### src/rtl/multicycle_ctrl.sv
// Multi-cycle RV32I sequencer: walks the shared datapath through fetch/decode/exec/mem/wb,
// arbitrates the single memory port and traps on illegal opcodes or memory timeouts.
module multicycle_ctrl #(
  parameter int unsigned TIMEOUT = 255,
  parameter int unsigned CNT_W   = 32
) (
  input  logic             clk,
  input  logic             reset_n,
  input  logic [6:0]       opcode,
  input  logic             branch_taken,
  input  logic             mem_ready,
  output logic             mem_req,
  output logic             mem_we,
  output logic             mem_is_data,
  output logic             ir_we,
  output logic             pc_we,
  output logic             pc_sel,
  output logic             reg_we,
  output logic [1:0]       wb_sel,
  output logic [1:0]       alu_src_a,
  output logic             alu_src_b,
  output logic [1:0]       aluop,
  output logic             illegal,
  output logic             bus_err,
  output logic [CNT_W-1:0] instret
);

  localparam logic [2:0] StIdle   = 3'd0;
  localparam logic [2:0] StFetch  = 3'd1;
  localparam logic [2:0] StDecode = 3'd2;
  localparam logic [2:0] StExec   = 3'd3;
  localparam logic [2:0] StMem    = 3'd4;
  localparam logic [2:0] StWb     = 3'd5;
  localparam logic [2:0] StTrap   = 3'd6;

  localparam logic [6:0] OpR      = 7'b0110011;
  localparam logic [6:0] OpLoad   = 7'b0000011;
  localparam logic [6:0] OpImm    = 7'b0010011;
  localparam logic [6:0] OpStore  = 7'b0100011;
  localparam logic [6:0] OpBranch = 7'b1100011;
  localparam logic [6:0] OpJal    = 7'b1101111;
  localparam logic [6:0] OpLui    = 7'b0110111;
  localparam logic [6:0] OpAuipc  = 7'b0010111;

  // Last wait cycle index: a miss here means TIMEOUT cycles have elapsed without mem_ready.
  localparam logic [15:0] WaitLast = 16'(TIMEOUT - 1);

  logic [2:0]       state_q, state_d;
  logic [15:0]      wait_q, wait_d;
  logic [CNT_W-1:0] instret_q, instret_d;
  logic             illegal_q, illegal_d;
  logic             bus_err_q, bus_err_d;

  logic is_legal, is_store, is_load, is_jal;

  always_comb begin
    unique case (opcode)
      OpR, OpLoad, OpImm, OpStore, OpBranch, OpJal, OpLui, OpAuipc: is_legal = 1'b1;
      default:                                                      is_legal = 1'b0;
    endcase
  end

  assign is_store = (opcode == OpStore);
  assign is_load  = (opcode == OpLoad);
  assign is_jal   = (opcode == OpJal);

  always_comb begin
    state_d     = state_q;
    wait_d      = wait_q;
    instret_d   = instret_q;
    illegal_d   = illegal_q;
    bus_err_d   = bus_err_q;
    mem_req     = 1'b0;
    mem_we      = 1'b0;
    mem_is_data = 1'b0;
    ir_we       = 1'b0;
    pc_we       = 1'b0;
    pc_sel      = 1'b0;
    reg_we      = 1'b0;
    wb_sel      = 2'd0;
    alu_src_a   = 2'd0;
    alu_src_b   = 1'b0;
    aluop       = 2'b00;

    case (state_q)
      StIdle: state_d = StFetch;

      StFetch: begin
        mem_req = 1'b1;
        if (mem_ready) begin
          ir_we   = 1'b1;
          wait_d  = '0;
          state_d = StDecode;
        end else if (wait_q == WaitLast) begin
          wait_d    = '0;
          bus_err_d = 1'b1;
          state_d   = StTrap;
        end else begin
          wait_d = wait_q + 16'd1;
        end
      end

      StDecode: begin
        if (is_legal) begin
          state_d = StExec;
        end else begin
          illegal_d = 1'b1;
          state_d   = StTrap;
        end
      end

      StExec: begin
        case (opcode)
          OpR: begin
            aluop   = 2'b10;
            state_d = StWb;
          end
          OpImm: begin
            alu_src_b = 1'b1;
            aluop     = 2'b11;
            state_d   = StWb;
          end
          OpLoad, OpStore: begin
            alu_src_b = 1'b1;
            state_d   = StMem;
          end
          OpLui: begin
            alu_src_a = 2'd2;
            alu_src_b = 1'b1;
            state_d   = StWb;
          end
          OpAuipc, OpJal: begin
            alu_src_a = 2'd1;
            alu_src_b = 1'b1;
            state_d   = StWb;
          end
          OpBranch: begin
            aluop     = 2'b01;
            pc_we     = 1'b1;
            pc_sel    = branch_taken;
            instret_d = instret_q + CNT_W'(1);
            state_d   = StFetch;
          end
          // IR changed under us; treat as illegal rather than guess a class.
          default: begin
            illegal_d = 1'b1;
            state_d   = StTrap;
          end
        endcase
      end

      StMem: begin
        mem_req     = 1'b1;
        mem_is_data = 1'b1;
        mem_we      = is_store;
        if (mem_ready) begin
          wait_d = '0;
          if (is_store) begin
            pc_we     = 1'b1;
            instret_d = instret_q + CNT_W'(1);
            state_d   = StFetch;
          end else begin
            state_d = StWb;
          end
        end else if (wait_q == WaitLast) begin
          wait_d    = '0;
          bus_err_d = 1'b1;
          state_d   = StTrap;
        end else begin
          wait_d = wait_q + 16'd1;
        end
      end

      StWb: begin
        reg_we    = 1'b1;
        wb_sel    = is_load ? 2'd1 : (is_jal ? 2'd2 : 2'd0);
        pc_we     = 1'b1;
        pc_sel    = is_jal;
        instret_d = instret_q + CNT_W'(1);
        state_d   = StFetch;
      end

      default: state_d = StTrap;
    endcase
  end

  always_ff @(posedge clk or negedge reset_n) begin
    if (!reset_n) begin
      state_q   <= StIdle;
      wait_q    <= '0;
      instret_q <= '0;
      illegal_q <= 1'b0;
      bus_err_q <= 1'b0;
    end else begin
      state_q   <= state_d;
      wait_q    <= wait_d;
      instret_q <= instret_d;
      illegal_q <= illegal_d;
      bus_err_q <= bus_err_d;
    end
  end

  assign instret = instret_q;
  assign illegal = illegal_q;
  assign bus_err = bus_err_q;

endmodule

### config.mk
export PLATFORM = sky130hd
export DESIGN_NAME = multicycle_ctrl
export DESIGN_NICKNAME = d
export VERILOG_FILES = /design/src/rtl/multicycle_ctrl.sv
export SDC_FILE = /design/constraint.sdc
export NUM_CORES = 1
export LEC_CHECK = 0
export CORE_UTILIZATION = 45
export CTS_CLUSTER_SIZE = 16
export DETAILED_ROUTE_END_ITERATION = 8
export PLACE_DENSITY = 0.71
export SYNTH_ARGS = -nofsm -noshare
export SYNTH_HDL_FRONTEND = slang
export SYNTH_SLANG_ARGS = --single-unit
export TNS_END_PERCENT = 100
### constraint.sdc
create_clock -name clk -period 3.6 [get_ports clk]
set_input_delay 0.36 -clock clk [delete_from_list [all_inputs] [get_ports clk]]
set_output_delay 0.36 -clock clk [all_outputs]
set_load 0.05 [all_outputs]
==> flow_summary_export.csv, run 1 <==
group,metric,value,unit
logic_synthesis,yosysSeqAreaShare,0.443,
detailed_routing,wirelength,6960,um
worst_setup_path,cp_data_required_time,3240,ps
clock_network,insertion_delay,300,ps
worst_setup_path,r2r_slack,900,ps
floorplan,die_height,83.6,um
worst_setup_path,cp_max_fo,12,
global_route,antenna_found_initial,0,
logic_synthesis,synthTopCellsByArea,"dfrtp_1 44%, xor2_1 6.7%, nand2_1 4.5%, o21ai_0 4.0%, nand3_1 3.5%",
logic_synthesis,synth.largest_area_cell,"dfrtp_1",
global_route,grt_pass1_wl,12000,um
power,pwr-share-seq,0.576,
final_layout,fin_cells,464,
logic_synthesis,synth.most_common_cell,"dfrtp_1",
final_layout,fillers,577,
floorplan,io_pins,59,
placement,gp_congestion,0.888,
timing,fin_crit_sh,0.894,
global_route,grtUsageMet2,0.325,
detailed_routing,drtAntennaViolNets,0,
timing,hold_viol,0,
global_route,grt_max_degree,32,
placement,dp_hpwl,5040,um
power,leakage,1.58,nW
worst_setup_path,cp.arrival,2860,ps
logic_synthesis,netlist_area,0.00300,mm^2
worst_setup_path,crit_chain,"clkdlybuf4s50_1, nand4bb_1, o41ai_4, nor2_1, inv_1, buf_12",
clock_network,post_cts_buffers,0,
logic_synthesis,syn_avg_cell_area,9.13,um^2
worst_setup_path,end_kind,"output port",
worst_setup_path,crit_slowest_cell,"nor2_1",
timing,min_period,3220,ps
detailed_routing,routedWlPerCell,15.0,um
min_path,hold_class,"primary input to asynchronous set/reset pin",
placement,io_buffers,58,
run_status,outcome,"finished clean",
timing,final.setup.tns,0,ps
floorplan,core_area,0.00639,mm^2
logic_synthesis,yosysTopAreaCellShare,0.443,
power,sw_frac_of_total,0.239,
detailed_routing,drt_iter0_drc,137,
clock_network,clkSlewWorstSetupHoldPaths,100,ps
final_layout,area_growth_syn_to_layout,25.2,%
floorplan,dieArea,0.00699,mm^2
power,power_frac_comb,0.076,
logic_synthesis,async_reset_ff_frac,1.00,
clock_network,cts_tree,"done",
clock_network,cts_resized,0,
flow_run,cap_violations,0,
timing,worst_slew_pin_slew,1030,ps
worst_setup_path,start_kind,"primary input",
clock_network,cts-root-buf,"clkbuf_8",
detailed_routing,viasPerCell,5.72,
final_layout,seqCellArea,0.00133,mm^2
clock_network,cts_made_buffers,5,
detailed_routing,drc,0,
timing,rsz0062_at_grt,"false",
power,clockPowerShare,0.349,
logic_synthesis,ys.warnings.count,0,
final_layout,drive_gt1_frac,0.0646,
logic_synthesis,syn-instance-count,328,
clock_network,holdBufCountCts,0,
floorplan,start_util,0.469,
power,cellPowerDensity,284,mW/mm^2
worst_setup_path,worst-path-buf-inv,3,
power,p_int,0.811,mW
worst_setup_path,cpLargestDelayFamily,"buffers and inverters",
power,vdd_drop_max,0.185,mV
placement,dp_cells,456,
power,p_sw,0.255,mW
logic_synthesis,synth_ff_type,"dfrtp_1",
final_layout,multi_input_area,0.00156,mm^2
global_route,met3_usage,0.0415,
final_layout,diodes,0,
clock_network,clock_path_buffers,2,
logic_synthesis,yosysUniqueCellTypes,47,
timing,setup_viol,0,
timing,fin_worst_skew,10.9,ps
timing,fmax,0.311,GHz
detailed_routing,vias,2652,
final_layout,nNetsFinal,400,
clock_network,h-tree-depth,2,
timing,max-slew-margin-rel,0.313,
worst_setup_path,cp_slowest_stage_delay,810,ps
global_route,met1_usage,0.295,
worst_setup_path,worstSetupPathType,"primary input to output port",
logic_synthesis,synth_edf_count,0,
timing,finalMaxSlewViolations,0,
logic_synthesis,synth_common_cells,"53 x dfrtp_1, 36 x nand2_1, 24 x o21ai_0, 23 x xor2_1",
global_route,grt_overflow_total,0,
global_route,busiest_layer,"met2",
logic_synthesis,synth_seq_cells,53,
global_route,track_usage,0.208,
logic_synthesis,synth_nets,342,
floorplan,die_w,83.6,um
floorplan,rows,29,
detailed_routing,dr.pass1.iters,4,
clock_network,numClockSinks,53,
global_route,grt_pass1_vias,2478,
[sequential cells by signal, indices dropped and copies added (netlist names)]
name and flops:
instret 32, wait_q 16, state_q 3, bus_err 1
illegal 1
[routing by layer]
metal | wire [um] | vias up
met2 | 3240 | 76
met4 | 57 | 0
met3 | 339 | 4
met1 | 3320 | 1266
li1 | - | 1306
met5 | 0 | -
[power by group through the flow]
stage,Combinational (mW),Clock (mW),Sequential (mW)
2_1_floorplan,0.0370,0,0.628
3_3_place_gp,0.0801,0,0.625
3_5_place_dp,0.0807,0,0.626
4_1_cts,0.0813,0.384,0.614
5_1_grt,0.0931,0.410,0.617
6_report,0.0807,0.372,0.614
[worst register-to-register path, delay by kind of cell (launching register included)]
kind	cells	cell delay, ps
simple gates	3	1390
flops	1	540
buf+inv	1	370
compound gates	1	160
xor+xnor	1	140
[kinds of logic (layout without fill, tap and decap cells)]
| logic type | Yosys count | after routing | synth area share |
|---|---|---|---|
| AND/OR/NAND/NOR | 157 | 157 | 0.286 |
| buffers and inverters | 25 | 84 | 0.0368 |
| XOR/XNOR | 31 | 31 | 0.0906 |
| adder cells (fa/ha/maj) | 3 | 3 | 0.0125 |
| AO/OA/AOI/OAI | 59 | 59 | 0.132 |
| flip-flops | 53 | 53 | 0.443 |
[stage by stage]
step	worst slack [ps]	total power, mW	hold slack [ps]	util	area (um^2)
floorplan	643	0.665	64.4	-	3000
global placement	455	0.705	375	0.571	3650
detailed placement	404	0.707	372	0.571	3650
CTS	420	1.08	38.0	0.587	3750
global route	181	1.12	57.5	0.587	3750
finish	380	1.07	27.7	0.587	3750
[final timing paths]
path / startpoint / endpoint / cells after the start
worst min-delay path: reset_n / instret[29]$_DFFE_PN0P_ / 1
worst max register to register: state_q[1]$_DFF_PN0_ / instret[6]$_DFFE_PN0P_ / 6
worst min register to register: bus_err$_DFFE_PN0P_ / bus_err$_DFFE_PN0P_ / 2
min in group clk: bus_err$_DFFE_PN0P_ / bus_err$_DFFE_PN0P_ / 2
max in group asynchronous: reset_n / instret[3]$_DFFE_PN0P_ / 2
worst max-delay path: opcode[3] / pc_we / 6
[layout make-up]
| cell class | count | area share |
|---|---|---|
| Multi-Input combinational cell | 250 | 0.416 |
| Clock inverter | 1 | 0.00233 |
| Timing Repair Buffer | 61 | 0.162 |
| Clock buffer | 7 | 0.0257 |
| Sequential cell | 53 | 0.354 |
| Tap cell | 77 | 0.0257 |
| Inverter | 15 | 0.0150 |
[layout by cell type, fill, tap and decap left out, types with 4 or more instances in the layout]
cell	count
clkdlybuf4s50_1	56
dfrtp_1	53
nand2_1	36
o21ai_0	24
xor2_1	23
nor2_1	21
nor3_1	21
nand3_1	21
inv_1	15
nand4_1	10
and3_1	9
xnor2_1	8
a21oi_1	7
a31oi_1	7
o31ai_1	7
clkbuf_8	7
nor4_1	6
nand2b_1	5
or4_1	5
nor4_2	4
(Power assumes the default switching activity.)
==> run 2, diff against run 1 <==
clock period = 3.25 ns   (was 3.6 ns; I/O delays follow)
==> run 2 against run 1 <==
Net effect: register-to-register slack lost 20 ps; core utilization increased by 0.29 points; critical path type unchanged; worst hold slack improved by 69 ps.
==> flow_summary_export.csv, run 2 (same netlist as run 1, synthesis figures left out) <==
group,metric,value,unit
run_status,outcome,"finished clean",
worst_setup_path,reg2reg_from,"state_q[1]$_DFF_PN0_",
floorplan,dieArea,0.00699,mm^2
power,vdd_drop_max,0.211,mV
worst_setup_path,reg2reg_depth,6,
timing,hold_viol,0,
timing,worst_slew_pin_slew,861,ps
timing,setup_viol,0,
floorplan,start_util,0.469,
clock_network,clock_path_buffers,2,
final_layout,nNetsFinal,402,
clock_network,cts_resized,0,
clock_network,post_cts_buffers,0,
worst_setup_path,worstSetupPathType,"primary input to output port",
clock_network,clkSlewWorstSetupHoldPaths,100,ps
clock_network,insertion_delay,310,ps
min_path,hold_class,"primary input to asynchronous set/reset pin",
timing,finalMaxSlewViolations,0,
global_route,grt_max_degree,39,
detailed_routing,dr.pass1.iters,4,
timing,min_period,3020,ps
timing,fin_worst_skew,11.4,ps
detailed_routing,viasPerCell,5.71,
worst_setup_path,timing.rr.end,"instret[29]$_DFFE_PN0P_",
timing,setup_ws,231,ps
global_route,grt_pass1_wl,12000,um
placement,dp_cells,458,
worst_setup_path,cp_data_required_time,2920,ps
floorplan,io_pins,59,
flow_run,cap_violations,0,
placement,gp_congestion,0.933,
floorplan,die_w,83.6,um
placement,io_buffers,58,
floorplan,die_height,83.6,um
final_layout,diodes,0,
detailed_routing,routedWlPerCell,15.0,um
global_route,grt_overflow_total,0,
worst_setup_path,end_kind,"output port",
placement,dp_hpwl,5020,um
timing,fin_crit_sh,0.929,
detailed_routing,vias,2661,
placement,place_ws,259,ps
worst_setup_path,cp.arrival,2690,ps
timing,final.setup.tns,0,ps
final_layout,drive_gt1_frac,0.0694,
clock_network,holdBufCountCts,0,
final_layout,layout_commonest_cell,"clkdlybuf4s50_1",
final_layout,fin_cells,466,
global_route,track_usage,0.210,
detailed_routing,drtAntennaViolNets,0,
detailed_routing,wirelength,7000,um
clock_network,cts_tree,"done",
global_route,antenna_found_initial,0,
clock_network,cts_made_buffers,5,
timing,rsz0062_at_grt,"false",
final_layout,layout_common_cells,"55 x clkdlybuf4s50_1, 53 x dfrtp_1, 36 x nand2_1",
clock_network,cts-root-buf,"clkbuf_8",
floorplan,core_area,0.00639,mm^2
worst_setup_path,cp_max_fo,10,
worst_setup_path,r2r_slack,880,ps
detailed_routing,drc,0,
timing,max-slew-margin-rel,0.426,
power,cellPowerDensity,325,mW/mm^2
power,leakage,1.59,nW
clock_network,numClockSinks,53,
floorplan,rows,29,
clock_network,h-tree-depth,2,
final_layout,area_growth_syn_to_layout,25.9,%
timing,whs,96.9,ps
detailed_routing,drt_iter0_drc,175,
timing,fmax,0.331,GHz
worst_setup_path,start_kind,"primary input",
final_layout,largest_reg_flops,32,
global_route,grt_pass1_vias,2477,
-- run 2: through the flow --
step                      cell area [um^2]  total power [mW]  utilization
after floorplan                       3000             0.737            -
after global placement                3660             0.781        0.573
after detailed placement              3660             0.782        0.573
after CTS                             3770              1.24        0.590
after global routing                  3770              1.28        0.590
final                                 3770              1.23        0.590
-- run 2: area by class of cell --
| class | count | area (um^2) |
|---|---|---|
| timing repair buffer | 63 | 621 |
| sequential | 53 | 1330 |
| fill | 581 | 2620 |
| multi-input combinational | 250 | 1560 |
| tap | 77 | 96.3 |
| inverter | 15 | 56.3 |
| clock buffer | 6 | 72.6 |
| clock inverter | 2 | 38.8 |
-- run 2: worst max path at each step --
stage / from / end / slack (ps) / depth (start not counted)
floorplan: opcode[3] / wb_sel[0] / 360 / 4
global placement: opcode[3] / wb_sel[0] / 350 / 5
detailed placement: opcode[3] / wb_sel[0] / 260 / 5
CTS: opcode[3] / wb_sel[0] / 250 / 5
global route: opcode[3] / wb_sel[0] / 110 / 5
finish: opcode[3] / wb_sel[0] / 230 / 5
-- run 2: report_power, final --
group	total, mW	internal, mW	switching, mW	leakage, nW
clock	0.457	0.232	0.225	0.0554
sequential	0.680	0.668	0.0121	0.662
combinational	0.0898	0.0337	0.0561	0.871
-- run 2: per-layer routing --
metal  global-route usage  vias up  wire, um
met5                    0        -         0
met4               0.0817        0       147
met3               0.0356       15       306
met2                0.315       71      3190
met1                0.304     1269      3360
li1                     -     1306         -
-- run 2: worst max-delay path: stages --
cell             delay [ps]
clkdlybuf4s50_1         550
nand4bb_1               390
or2_2                   370
nor4_1                  200
clkdlybuf4s50_1         850
==> run 3, diff against run 2 <==
CTS_CLUSTER_SIZE = 12   (was 16)
==> results of run 3 <==
Final layout, timing and power as in run 2 (identical DEF).
